<file path="config.mk">
export PLATFORM = sky130hd
export DESIGN_NAME = alu_sequencer_flat
export DESIGN_NICKNAME = d
export VERILOG_FILES = /design/src/rtl/alu_pkg.sv /design/src/rtl/alu_sequencer_if.sv /design/src/rtl/alu_sequencer_arbiter.sv /design/src/rtl/alu_sequencer.sv /design/src/flat_wrapper.sv
export SDC_FILE = /design/constraint.sdc
export NUM_CORES = 1
export LEC_CHECK = 0
export BUFFER_PORTS_ARGS = -buffer_cell sky130_fd_sc_hd__buf_2
export CAP_MARGIN = 20
export CORE_ASPECT_RATIO = 1.75
export CORE_MARGIN = 3
export CORE_UTILIZATION = 42
export DETAILED_ROUTE_END_ITERATION = 8
export PLACE_DENSITY = 0.76
export SLEW_MARGIN = 30
export SYNTH_ARGS = -nofsm -noshare
export SYNTH_HDL_FRONTEND = slang
export SYNTH_SLANG_ARGS = --single-unit
</file>
<file path="constraint.sdc">
create_clock -name clk -period 2.1 [get_ports clk]
set_clock_uncertainty 0.15 [all_clocks]
set_input_delay 0 -clock clk [delete_from_list [all_inputs] [get_ports clk]]
set_output_delay 0 -clock clk [all_outputs]
set_load 0.05 [all_outputs]
</file>
<file path="src/rtl/alu_pkg.sv">
// Opcode constants and sequencer state encoding shared by the ALU sequencer slice.
package alu_pkg;

  localparam logic [4:0] OP_ADD = 5'd0;
  localparam logic [4:0] OP_SUB = 5'd1;
  localparam logic [4:0] OP_AND = 5'd2;
  localparam logic [4:0] OP_OR  = 5'd3;
  localparam logic [4:0] OP_XOR = 5'd4;
  localparam logic [4:0] OP_INV = 5'd5;
  localparam logic [4:0] OP_INC = 5'd6;
  localparam logic [4:0] OP_DEC = 5'd7;
  localparam logic [4:0] OP_MAX = 5'd7;

  typedef enum logic [1:0] {
    IDLE,
    ISSUE,
    CAPTURE,
    RESP
  } seq_state_e;

endpackage

</file>
<file path="src/rtl/alu_sequencer_if.sv">
// Request/response handshake bundle between the two requesters and the ALU sequencer.
interface alu_sequencer_if #(
  parameter int WIDTH = 16,
  parameter int SEL_W = 5
);
  logic [1:0]         req_valid;
  logic [1:0]         req_ready;
  logic [2*SEL_W-1:0] req_op;
  logic [2*WIDTH-1:0] req_a;
  logic [2*WIDTH-1:0] req_b;
  logic [1:0]         req_chain;
  logic               rsp_valid;
  logic               rsp_ready;
  logic               rsp_id;
  logic [WIDTH-1:0]   rsp_data;
  logic               rsp_carry;
  logic               rsp_zero;
  logic               rsp_error;

  modport master (
    output req_valid, req_op, req_a, req_b, req_chain, rsp_ready,
    input  req_ready, rsp_valid, rsp_id, rsp_data, rsp_carry, rsp_zero, rsp_error
  );

  modport slave (
    input  req_valid, req_op, req_a, req_b, req_chain, rsp_ready,
    output req_ready, rsp_valid, rsp_id, rsp_data, rsp_carry, rsp_zero, rsp_error
  );
endinterface

</file>
<file path="src/rtl/alu_sequencer_arbiter.sv">
// Two-input round-robin arbiter; after each accept the other requester gets priority.
module rr_arbiter2 (
  input  logic       clk,
  input  logic       rst_n,
  input  logic       enable,
  input  logic [1:0] req_valid,
  output logic [1:0] grant
);

  logic ptr_reg;

  always_comb begin
    grant = 2'b00;
    if (enable) begin
      case (req_valid)
        2'b01:   grant = 2'b01;
        2'b10:   grant = 2'b10;
        2'b11:   grant = ptr_reg ? 2'b10 : 2'b01;
        default: grant = 2'b00;
      endcase
    end
  end

  // grant is only non-zero for a valid requester, so any grant is an accept
  always_ff @(posedge clk or negedge rst_n) begin
    if (!rst_n) begin
      ptr_reg <= 1'b0;
    end else if (grant != 2'b00) begin
      ptr_reg <= grant[0];
    end
  end

endmodule

</file>
<file path="src/rtl/alu_sequencer.sv">
// Shares one combinational 16-bit ALU between two requesters: arbitrate, issue,
// capture on the enabled bus, return a tagged response, and keep per-requester carry.
module alu_sequencer
  import alu_pkg::*;
#(
  parameter int WIDTH = 16,
  parameter int SEL_W = 5
) (
  input  logic             clk,
  input  logic             rst_n,
  alu_sequencer_if.slave   bus,
  output logic [1:0]       carry_flag,
  output logic [WIDTH-1:0] alu_in_1,
  output logic [WIDTH-1:0] alu_in_2,
  output logic [SEL_W-1:0] alu_select,
  output logic             alu_carry_in,
  output logic             alu_enable,
  input  logic [WIDTH-1:0] alu_data,
  input  logic             alu_carry_out,
  input  logic             alu_zero_flag
);

  seq_state_e       state_reg;
  logic [1:0]       grant;
  logic             sel_id;
  logic             id_reg;
  logic [SEL_W-1:0] op_reg;
  logic [SEL_W-1:0] op_arr [2];
  logic [WIDTH-1:0] a_arr  [2];
  logic [WIDTH-1:0] b_arr  [2];

  logic             rsp_valid_reg, rsp_id_reg, rsp_carry_reg, rsp_zero_reg, rsp_error_reg;
  logic [WIDTH-1:0] rsp_data_reg;
  logic [1:0]       carry_flag_reg;
  logic [WIDTH-1:0] alu_in_1_reg, alu_in_2_reg;
  logic [SEL_W-1:0] alu_select_reg;
  logic             alu_carry_in_reg, alu_enable_reg;

  genvar gi;
  generate
    for (gi = 0; gi < 2; gi++) begin : g_unpack
      assign op_arr[gi] = bus.req_op[gi*SEL_W +: SEL_W];
      assign a_arr[gi]  = bus.req_a[gi*WIDTH +: WIDTH];
      assign b_arr[gi]  = bus.req_b[gi*WIDTH +: WIDTH];
    end
  endgenerate

  // Gating with rst_n keeps req_ready low for the whole reset, not just after the first edge
  rr_arbiter2 u_arb (
    .clk       (clk),
    .rst_n     (rst_n),
    .enable    (rst_n && (state_reg == IDLE)),
    .req_valid (bus.req_valid),
    .grant     (grant)
  );

  assign sel_id = grant[1];

  always_ff @(posedge clk or negedge rst_n) begin
    if (!rst_n) begin
      state_reg        <= IDLE;
      id_reg           <= 1'b0;
      op_reg           <= '0;
      rsp_valid_reg    <= 1'b0;
      rsp_id_reg       <= 1'b0;
      rsp_data_reg     <= '0;
      rsp_carry_reg    <= 1'b0;
      rsp_zero_reg     <= 1'b0;
      rsp_error_reg    <= 1'b0;
      carry_flag_reg   <= 2'b00;
      alu_in_1_reg     <= '0;
      alu_in_2_reg     <= '0;
      alu_select_reg   <= '0;
      alu_carry_in_reg <= 1'b0;
      alu_enable_reg   <= 1'b0;
    end else begin
      case (state_reg)
        IDLE: begin
          if (grant != 2'b00) begin
            id_reg    <= sel_id;
            op_reg    <= op_arr[sel_id];
            state_reg <= ISSUE;
            // Invalid opcodes leave the ALU lines at zero and just spend the ISSUE slot
            if (op_arr[sel_id] <= SEL_W'(OP_MAX)) begin
              alu_in_1_reg     <= a_arr[sel_id];
              alu_in_2_reg     <= b_arr[sel_id];
              alu_select_reg   <= op_arr[sel_id];
              alu_carry_in_reg <= (op_arr[sel_id] == SEL_W'(OP_ADD)) &&
                                  bus.req_chain[sel_id] && carry_flag_reg[sel_id];
            end
          end
        end
        ISSUE: begin
          if (op_reg > SEL_W'(OP_MAX)) begin
            rsp_valid_reg <= 1'b1;
            rsp_id_reg    <= id_reg;
            rsp_data_reg  <= '0;
            rsp_carry_reg <= 1'b0;
            rsp_zero_reg  <= 1'b0;
            rsp_error_reg <= 1'b1;
            state_reg     <= RESP;
          end else begin
            alu_enable_reg <= 1'b1;
            state_reg      <= CAPTURE;
          end
        end
        CAPTURE: begin
          rsp_valid_reg          <= 1'b1;
          rsp_id_reg             <= id_reg;
          rsp_data_reg           <= alu_data;
          rsp_carry_reg          <= alu_carry_out;
          rsp_zero_reg           <= alu_zero_flag;
          rsp_error_reg          <= 1'b0;
          carry_flag_reg[id_reg] <= alu_carry_out;
          alu_in_1_reg           <= '0;
          alu_in_2_reg           <= '0;
          alu_select_reg         <= '0;
          alu_carry_in_reg       <= 1'b0;
          alu_enable_reg         <= 1'b0;
          state_reg              <= RESP;
        end
        RESP: begin
          if (bus.rsp_ready) begin
            rsp_valid_reg <= 1'b0;
            state_reg     <= IDLE;
          end
        end
        default: state_reg <= IDLE;
      endcase
    end
  end

  assign bus.req_ready = grant;
  assign bus.rsp_valid = rsp_valid_reg;
  assign bus.rsp_id    = rsp_id_reg;
  assign bus.rsp_data  = rsp_data_reg;
  assign bus.rsp_carry = rsp_carry_reg;
  assign bus.rsp_zero  = rsp_zero_reg;
  assign bus.rsp_error = rsp_error_reg;
  assign carry_flag    = carry_flag_reg;
  assign alu_in_1      = alu_in_1_reg;
  assign alu_in_2      = alu_in_2_reg;
  assign alu_select    = alu_select_reg;
  assign alu_carry_in  = alu_carry_in_reg;
  assign alu_enable    = alu_enable_reg;

endmodule

</file>
<file path="src/flat_wrapper.sv">
// flat-port wrapper written by rule: the top's interface ports become plain ports
module alu_sequencer_flat import alu_pkg::*;
#(
  parameter int WIDTH = 16,
  parameter int SEL_W = 5
)
  (clk, rst_n, carry_flag, alu_in_1, alu_in_2, alu_select, alu_carry_in, alu_enable, alu_data, alu_carry_out, alu_zero_flag, bus_req_valid, bus_req_op, bus_req_a, bus_req_b, bus_req_chain, bus_rsp_ready, bus_req_ready, bus_rsp_valid, bus_rsp_id, bus_rsp_data, bus_rsp_carry, bus_rsp_zero, bus_rsp_error);
  alu_sequencer_if #(.WIDTH(WIDTH), .SEL_W(SEL_W)) bus_i ();
  input  logic clk;
  input  logic rst_n;
  output logic [1:0] carry_flag;
  output logic [WIDTH-1:0] alu_in_1;
  output logic [WIDTH-1:0] alu_in_2;
  output logic [SEL_W-1:0] alu_select;
  output logic alu_carry_in;
  output logic alu_enable;
  input  logic [WIDTH-1:0] alu_data;
  input  logic alu_carry_out;
  input  logic alu_zero_flag;
  input wire logic [$bits(bus_i.req_valid)-1:0] bus_req_valid;
  input wire logic [$bits(bus_i.req_op)-1:0] bus_req_op;
  input wire logic [$bits(bus_i.req_a)-1:0] bus_req_a;
  input wire logic [$bits(bus_i.req_b)-1:0] bus_req_b;
  input wire logic [$bits(bus_i.req_chain)-1:0] bus_req_chain;
  input wire logic [$bits(bus_i.rsp_ready)-1:0] bus_rsp_ready;
  output wire logic [$bits(bus_i.req_ready)-1:0] bus_req_ready;
  output wire logic [$bits(bus_i.rsp_valid)-1:0] bus_rsp_valid;
  output wire logic [$bits(bus_i.rsp_id)-1:0] bus_rsp_id;
  output wire logic [$bits(bus_i.rsp_data)-1:0] bus_rsp_data;
  output wire logic [$bits(bus_i.rsp_carry)-1:0] bus_rsp_carry;
  output wire logic [$bits(bus_i.rsp_zero)-1:0] bus_rsp_zero;
  output wire logic [$bits(bus_i.rsp_error)-1:0] bus_rsp_error;
  assign bus_i.req_valid = bus_req_valid;
  assign bus_i.req_op = bus_req_op;
  assign bus_i.req_a = bus_req_a;
  assign bus_i.req_b = bus_req_b;
  assign bus_i.req_chain = bus_req_chain;
  assign bus_i.rsp_ready = bus_rsp_ready;
  assign bus_req_ready = bus_i.req_ready;
  assign bus_rsp_valid = bus_i.rsp_valid;
  assign bus_rsp_id = bus_i.rsp_id;
  assign bus_rsp_data = bus_i.rsp_data;
  assign bus_rsp_carry = bus_i.rsp_carry;
  assign bus_rsp_zero = bus_i.rsp_zero;
  assign bus_rsp_error = bus_i.rsp_error;
  alu_sequencer #(.WIDTH(WIDTH), .SEL_W(SEL_W)) u_core (.clk(clk), .rst_n(rst_n), .bus(bus_i), .carry_flag(carry_flag), .alu_in_1(alu_in_1), .alu_in_2(alu_in_2), .alu_select(alu_select), .alu_carry_in(alu_carry_in), .alu_enable(alu_enable), .alu_data(alu_data), .alu_carry_out(alu_carry_out), .alu_zero_flag(alu_zero_flag));
endmodule
</file>
# Yosys cells after proc, flatten, opt, wreduce, memory -nomap -nowiden
# Index checks and enable logic that the tools add are counted.
# classes
n_reduce_logical	16
bitwise_logic	1
mux	48
order_cmp	6
n_eq_ne	11
# op_table
op	n
$mux W16	11
$pmux W16 S2	3
$mux W5	5
$mux W1	13
$pmux W1 S2	6
$pmux W5 S2	1
$eq A2 B2 Y1 const B	4
$mux W2	4
$ne A2 B2 Y1 const B	4
$pmux W2 S4	1
$reduce_and A2 Y1	4
$pmux W2 S3	1
$reduce_and A3 Y1	2
$reduce_bool A2 Y1	3
$gt A5 B3 Y1 const B	1
$le A5 B3 Y1 const B	1
$logic_not A5 Y1	1
$eq A2 B1 Y1 const B	2
$logic_and A1 B1 Y1	4
$lt A1 B2 Y1 const B	2
$pmux W1 S3	1
$reduce_bool A3 Y1	1
$bwmux W2	1
$ge A2 B2 Y1 const B	1
5 further kinds	5
# word_totals
out_inout_bits	64
word_cells	98
regBits	71
in_bits	99

# Depth between registers and ports, before layout
# logic_depth
depth_word	13
ltp_mapped	8

# Modules after synthesis
# Synthesis repeated with hierarchy kept, for this count alone.
# hier_totals
hier_cells	361
hier_area_um2	3677.3
# by_module_without_submodules
module	cells_each	area_each_um2	instances	seq_area_each_um2
alu_sequencer	353	3616.0	1	1676.6
rr_arbiter2	8	61.3	1	25.0

# Worst setup path after synthesis
# Ideal clock, no wire load.
# synth_path
path_kind	reg-to-reg
startpoint	register u_core.state_reg[0]
endpoint	register u_core.id_reg
t_arrival_ns	1.848
path_stages_with_launch	6
setup_slack_ns	-0.077
setup_ns	0.179
synth_period_minus_slack_ns	2.177
path_cell_list	dfrtp_1 -> inv_1 -> ha_1 -> nand3_1 -> a21oi_1 -> o22ai_1
# synth_between
elab_chain_cells	5
# synth_lines
item	line_no	text
start, declared	alu_sequencer.sv:23	seq_state_e state_reg;
start signal, assigned	alu_sequencer.sv:61	state_reg <= IDLE;
start signal, assigned	alu_sequencer.sv:82	state_reg <= ISSUE;
start signal, assigned	alu_sequencer.sv:101	state_reg <= RESP;
$logic_not A2 Y1	alu_sequencer.sv:52	.enable (rst_n && (state_reg == IDLE)),
$logic_and A1 B1 Y1	alu_sequencer.sv:52	
$mux W2	alu_sequencer_arbiter.sv:14	if (enable) begin
net bus_req_ready[0]	flat_wrapper.sv:26	output wire logic [$bits(bus_i.req_ready)-1:0] bus_req_ready;
$reduce_bool A2 Y1	alu_sequencer.sv:79	if (grant != 2'b00) begin
$reduce_and A2 Y1 (no source line)	-	
end signal, assigned	alu_sequencer.sv:80	id_reg <= sel_id;
end, declared	alu_sequencer.sv:26	logic id_reg;
# The timed path passes the listed nets, and every way through them passes these cells.
# A chain may end at the register's enable or synchronous reset.

# Final worst setup path
# layout_path
startpoint	register u_core.state_reg[0]
endpoint	register u_core.alu_select_reg[1] (netlist: u_core.alu_select[1])
# layout_between
elab_chain_cells	10
# layout_lines
item	line_no	text
$logic_not A2 Y1	alu_sequencer.sv:52, alu_sequencer.sv:77	
$logic_and A1 B1 Y1	alu_sequencer.sv:52	
$mux W2	alu_sequencer_arbiter.sv:14	
$not A1 Y2 (implied by the code)	alu_sequencer.sv:84, alu_sequencer.sv:87	
$mux W5 (implied by the code) (3 in series)	alu_sequencer.sv:84, alu_sequencer.sv:87	
$le A5 B3 Y1 or $mux W5 (tied branches)	alu_sequencer.sv:84	if (op_arr[sel_id] <= SEL_W'(OP_MAX)) begin
$ne A2 B2 Y1 (no source line) or $mux W5 (tied branches)	-	
$reduce_and A3 Y1 (no source line) or $pmux W5 S2 (tied branches)	-	
end signal, assigned	alu_sequencer.sv:87	alu_select_reg <= op_arr[sel_id];
end, declared	alu_sequencer.sv:36	logic [SEL_W-1:0] alu_select_reg;
# Several ways; a longest one is shown, not always the timed one. The select of a mux whose other input is x is not followed.

==> impl_metrics.csv <==
group,metric,value,unit
outcome,status,"completed",
yosys,fraction_of_the_yosys_area_taken_by_sequential_cells,49.0,%
placement,io_buffers,162,
power_and_ir_drop,total_leakage_power,2.79,nW
layout,n_fill_cell,515,
layout,nNetsFinal,670,
yosys,synthesis.instances,286,
clocking,clkTransAtPathRegs,0.05,ns
yosys,synth.lib_cells_used.distinct,40,
timing,achievable-frequency,0.486,GHz
drt,postRouteAntennaNets,0,
critical_path,worst_setup_path_startpoint,"u_core.state_reg[0]",
worst_hold_path,worstHoldStart,"bus_req_chain[0]",
grt,grt.overflow.total,0,
timing,min_period_over_period,98.0,%
die,std_cell_rows,43,
clocking,tritoncts,"built",
placement,gpl.final_weighted_congestion,0.918,
power_and_ir_drop,worst_ir_drop_vdd,1140,uV
timing,timing.setup.tns,0,ns
critical_path,start_kind,"register",
timing,setup_viol,0,
timing,timing.max_slew.rel_slack,44.1,%
drt,detail_route.drc_violations,0,
drt,route.final.wire_length,12.6,mm
layout,post_route_cells_drive_above_1_share,45.2,%
critical_path,data_arrival_time_at_the_worst_slack_endpoint,2.13,ns
clocking,cts_inserted_buffers,9,
die,initial_core_util,43.6,%
layout,multi_input_area,1590,sq um
layout,final_common_cell,"sky130_fd_sc_hd__buf_2",
power_and_ir_drop,p_int,0.00407,W
timing,timing.final.crit_period,2.06,ns
die,io_pins,163,
grt,grt_pass1_vias,3825,
clocking,cts_max_level,3,
layout,layout_common_cells,"sky130_fd_sc_hd__buf_2 (161), sky130_fd_sc_hd__dlygate4sd3_1 (99), sky130_fd_sc_hd__dfrtp_1 (68)",
clocking,cts_buffer_depth,2,
yosys,synthesis_warning_total,0,
clocking,clockRootBuffer,"sky130_fd_sc_hd__clkbuf_16",
layout,seq_area,1700,sq um
power_and_ir_drop,pwr-share-comb,52.4,%
drt,via_count,3640,
timing,grt_setup_unrepaired,"yes",
timing,slew_viol_final,0,
die,core-area,7960,sq um
clocking,clk_lat_worst_skew,0.32,ns
placement,place_ws,-0.106,ns
yosys,synth-seq-cells,68,
yosys,post_synth_instance_area,3470,sq um
drt,initial_drt_markers,181,
drt,route.detailed.vias_per_inst,5.50,
die,dieWidth,74.7,um
power_and_ir_drop,power_per_cell_area,1250,nW/um^2
power_and_ir_drop,share_clk_of_total_power,20.5,%
critical_path,critical_path_peak_fanout,6,
job,drv_cap,0,
timing,report.final.hold_viol_count,0,
drt,detailedRoute.firstPassIterationCount,4,
timing,final.setup.worst_slack,0.0426,ns
drt,wl_per_cell,19.1,um
clocking,clkSinkCount,68,
grt,grt_first_pass_wirelength,18.7,mm
critical_path,worstSetupPathType,"register to register",
power_and_ir_drop,switching_share,45.0,%
critical_path,timing.rr.start,"u_core.state_reg[0]",
placement,post-dp-hpwl,7.29,mm
yosys,synthesis.nets,390,
worst_hold_path,min-delay-path-class,"input pin to register",
critical_path,required,2.17,ns
power_and_ir_drop,power,0.00739,W
power_and_ir_drop,share_seq_of_total_power,27.1,%
grt,antenna_found_initial,1,
power_and_ir_drop,net-switching-power,0.00333,W
grt,grt_max_degree,67,
grt,grt_usage,26.0,%
timing,whs,0.0247,ns
die,die_area,9440,sq um
yosys,syn_area_per_cell,12.1,sq um
die,chipHeight,126,um
timing,tightestPinTransition,0.839,ns
critical_path,setup.worst_path.end_class,"register",
layout,syn_to_final_growth,70.3,%
metrics by stage:
stage / util (%) / cell area [sq um] / instances
floorplan: - / 3480 / 286
global placement: 55.5 / 4420 / 538
CTS: 72.6 / 5780 / 655
finish: 74.3 / 5910 / 662
global route: 74.3 / 5910 / 662
detailed placement: 55.5 / 4420 / 538
worst max-delay path: stages (launching register included):
cell and delay, ns:
sky130_fd_sc_hd__dfrtp_1 0.40, sky130_fd_sc_hd__inv_2 0.09, sky130_fd_sc_hd__ha_4 0.17, sky130_fd_sc_hd__and3_4 0.21
sky130_fd_sc_hd__a2111oi_4 0.06, sky130_fd_sc_hd__buf_4 0.16, sky130_fd_sc_hd__o31a_2 0.34, sky130_fd_sc_hd__buf_4 0.17
sky130_fd_sc_hd__a311oi_1 0.20
layout make-up:
cell class / count / share of cell area, %
repair buffers: 293 / 36.8
flip-flops and latches: 68 / 28.8
multi-input cells: 187 / 26.9
clock buffers: 12 / 4.34
well taps: 90 / 1.90
clock inverters: 4 / 0.804
inverters: 7 / 0.444
diodes: 1 / 0.0423
cell usage after synthesis:
master	instances	share of area, %
sky130_fd_sc_hd__o31a_1	1	0.25
sky130_fd_sc_hd__mux2i_1	34	9.8
sky130_fd_sc_hd__o211ai_2	1	0.36
sky130_fd_sc_hd__a211oi_2	29	10
sky130_fd_sc_hd__and4b_1	1	0.29
sky130_fd_sc_hd__and3_2	1	0.22
sky130_fd_sc_hd__clkbuf_1	2	0.22
sky130_fd_sc_hd__nor4_1	1	0.18
sky130_fd_sc_hd__mux2_2	1	0.32
sky130_fd_sc_hd__dfrtp_1	68	49
sky130_fd_sc_hd__a21oi_1	4	0.58
sky130_fd_sc_hd__o21ai_0	11	1.6
sky130_fd_sc_hd__buf_8	3	1.3
sky130_fd_sc_hd__buf_4	6	1.3
sky130_fd_sc_hd__nand3_2	1	0.29
sky130_fd_sc_hd__buf_6	9	2.9
sky130_fd_sc_hd__ha_1	5	1.8
sky130_fd_sc_hd__nand2b_1	1	0.18
sky130_fd_sc_hd__nor4_4	1	0.61
sky130_fd_sc_hd__a211oi_1	4	0.86
sky130_fd_sc_hd__and3_1	2	0.36
sky130_fd_sc_hd__o22ai_1	3	0.54
sky130_fd_sc_hd__and2b_1	1	0.22
sky130_fd_sc_hd__nor2_1	3	0.32
sky130_fd_sc_hd__o21bai_1	1	0.22
sky130_fd_sc_hd__nor3_1	35	5.0
sky130_fd_sc_hd__buf_1	1	0.11
sky130_fd_sc_hd__a22o_1	18	4.5
sky130_fd_sc_hd__buf_2	3	0.43
sky130_fd_sc_hd__a2111oi_4	1	0.79
sky130_fd_sc_hd__nand2_1	14	1.5
sky130_fd_sc_hd__nand3_1	2	0.29
sky130_fd_sc_hd__a22oi_1	1	0.22
sky130_fd_sc_hd__o31ai_1	2	0.43
sky130_fd_sc_hd__inv_1	7	0.76
sky130_fd_sc_hd__or2_1	1	0.18
sky130_fd_sc_hd__nor3b_1	1	0.22
sky130_fd_sc_hd__or3_1	2	0.36
sky130_fd_sc_hd__nor2_2	1	0.18
sky130_fd_sc_hd__a311oi_1	3	0.76
metal layers:
metal  share of wire (%)  vias up  track usage [%]
met5                   0        -                0
met3                 5.0       51             4.39
met2                  55      169             46.8
li1                    -     1641                -
met4                 5.0        0             13.7
met1                  35     1779             27.5
cell families (layout without fill, tap and decap cells):
family | count (synthesis) | after routing | synth area share (%)
buffers and inverters | 31 | 316 | 7.03
and+or+nand+nor | 68 | 68 | 10.5
AOI/OAI and AO/OA | 79 | 79 | 21.6
adders and majority gates | 5 | 5 | 1.80
DFF | 68 | 68 | 49.0
muxes | 35 | 35 | 10.1
other | 0 | 1 | 0
power by group through the flow:
| stage | registers (W) | logic, W | clock network [W] |
|---|---|---|---|
| finish | 0.00200 | 0.00387 | 0.00151 |
| global route | 0.00204 | 0.00408 | 0.00160 |
| CTS | 0.00199 | 0.00376 | 0.00153 |
| detailed placement | 0.00200 | 0.00357 | 0 |
| global placement | 0.00198 | 0.00346 | 0 |
| floorplan | 0.00318 | 0.00135 | 0 |
path summary, 6_finish.rpt:
kind                                        end  slack, ns  cells after the start
max                        u_core.alu_select[1]       0.04                      8
min                         u_core.alu_carry_in       0.02                      5
max reg2reg                u_core.alu_select[1]       0.04                      8
min reg2reg                   u_core.bus.rsp_id       0.32                      2
max in group asynchronous         u_core.id_reg       0.81                      3
min in group asynchronous  u_core.alu_select[0]       0.45                      3
repair_timing:
| action | 4_1_cts | 5_1_grt |
|---|---|---|
| endpoints found under the setup margin | 36 | 41 |
| cloned | 1 | 3 |
| endpoints found under the hold margin | 129 | 0 |
| pin swaps | 2 | 2 |
| resized for setup | 8 | 8 |
| setup buffers | 1 | 3 |
| hold buffers | 99 | 0 |
(Power assumes the default switching activity.)
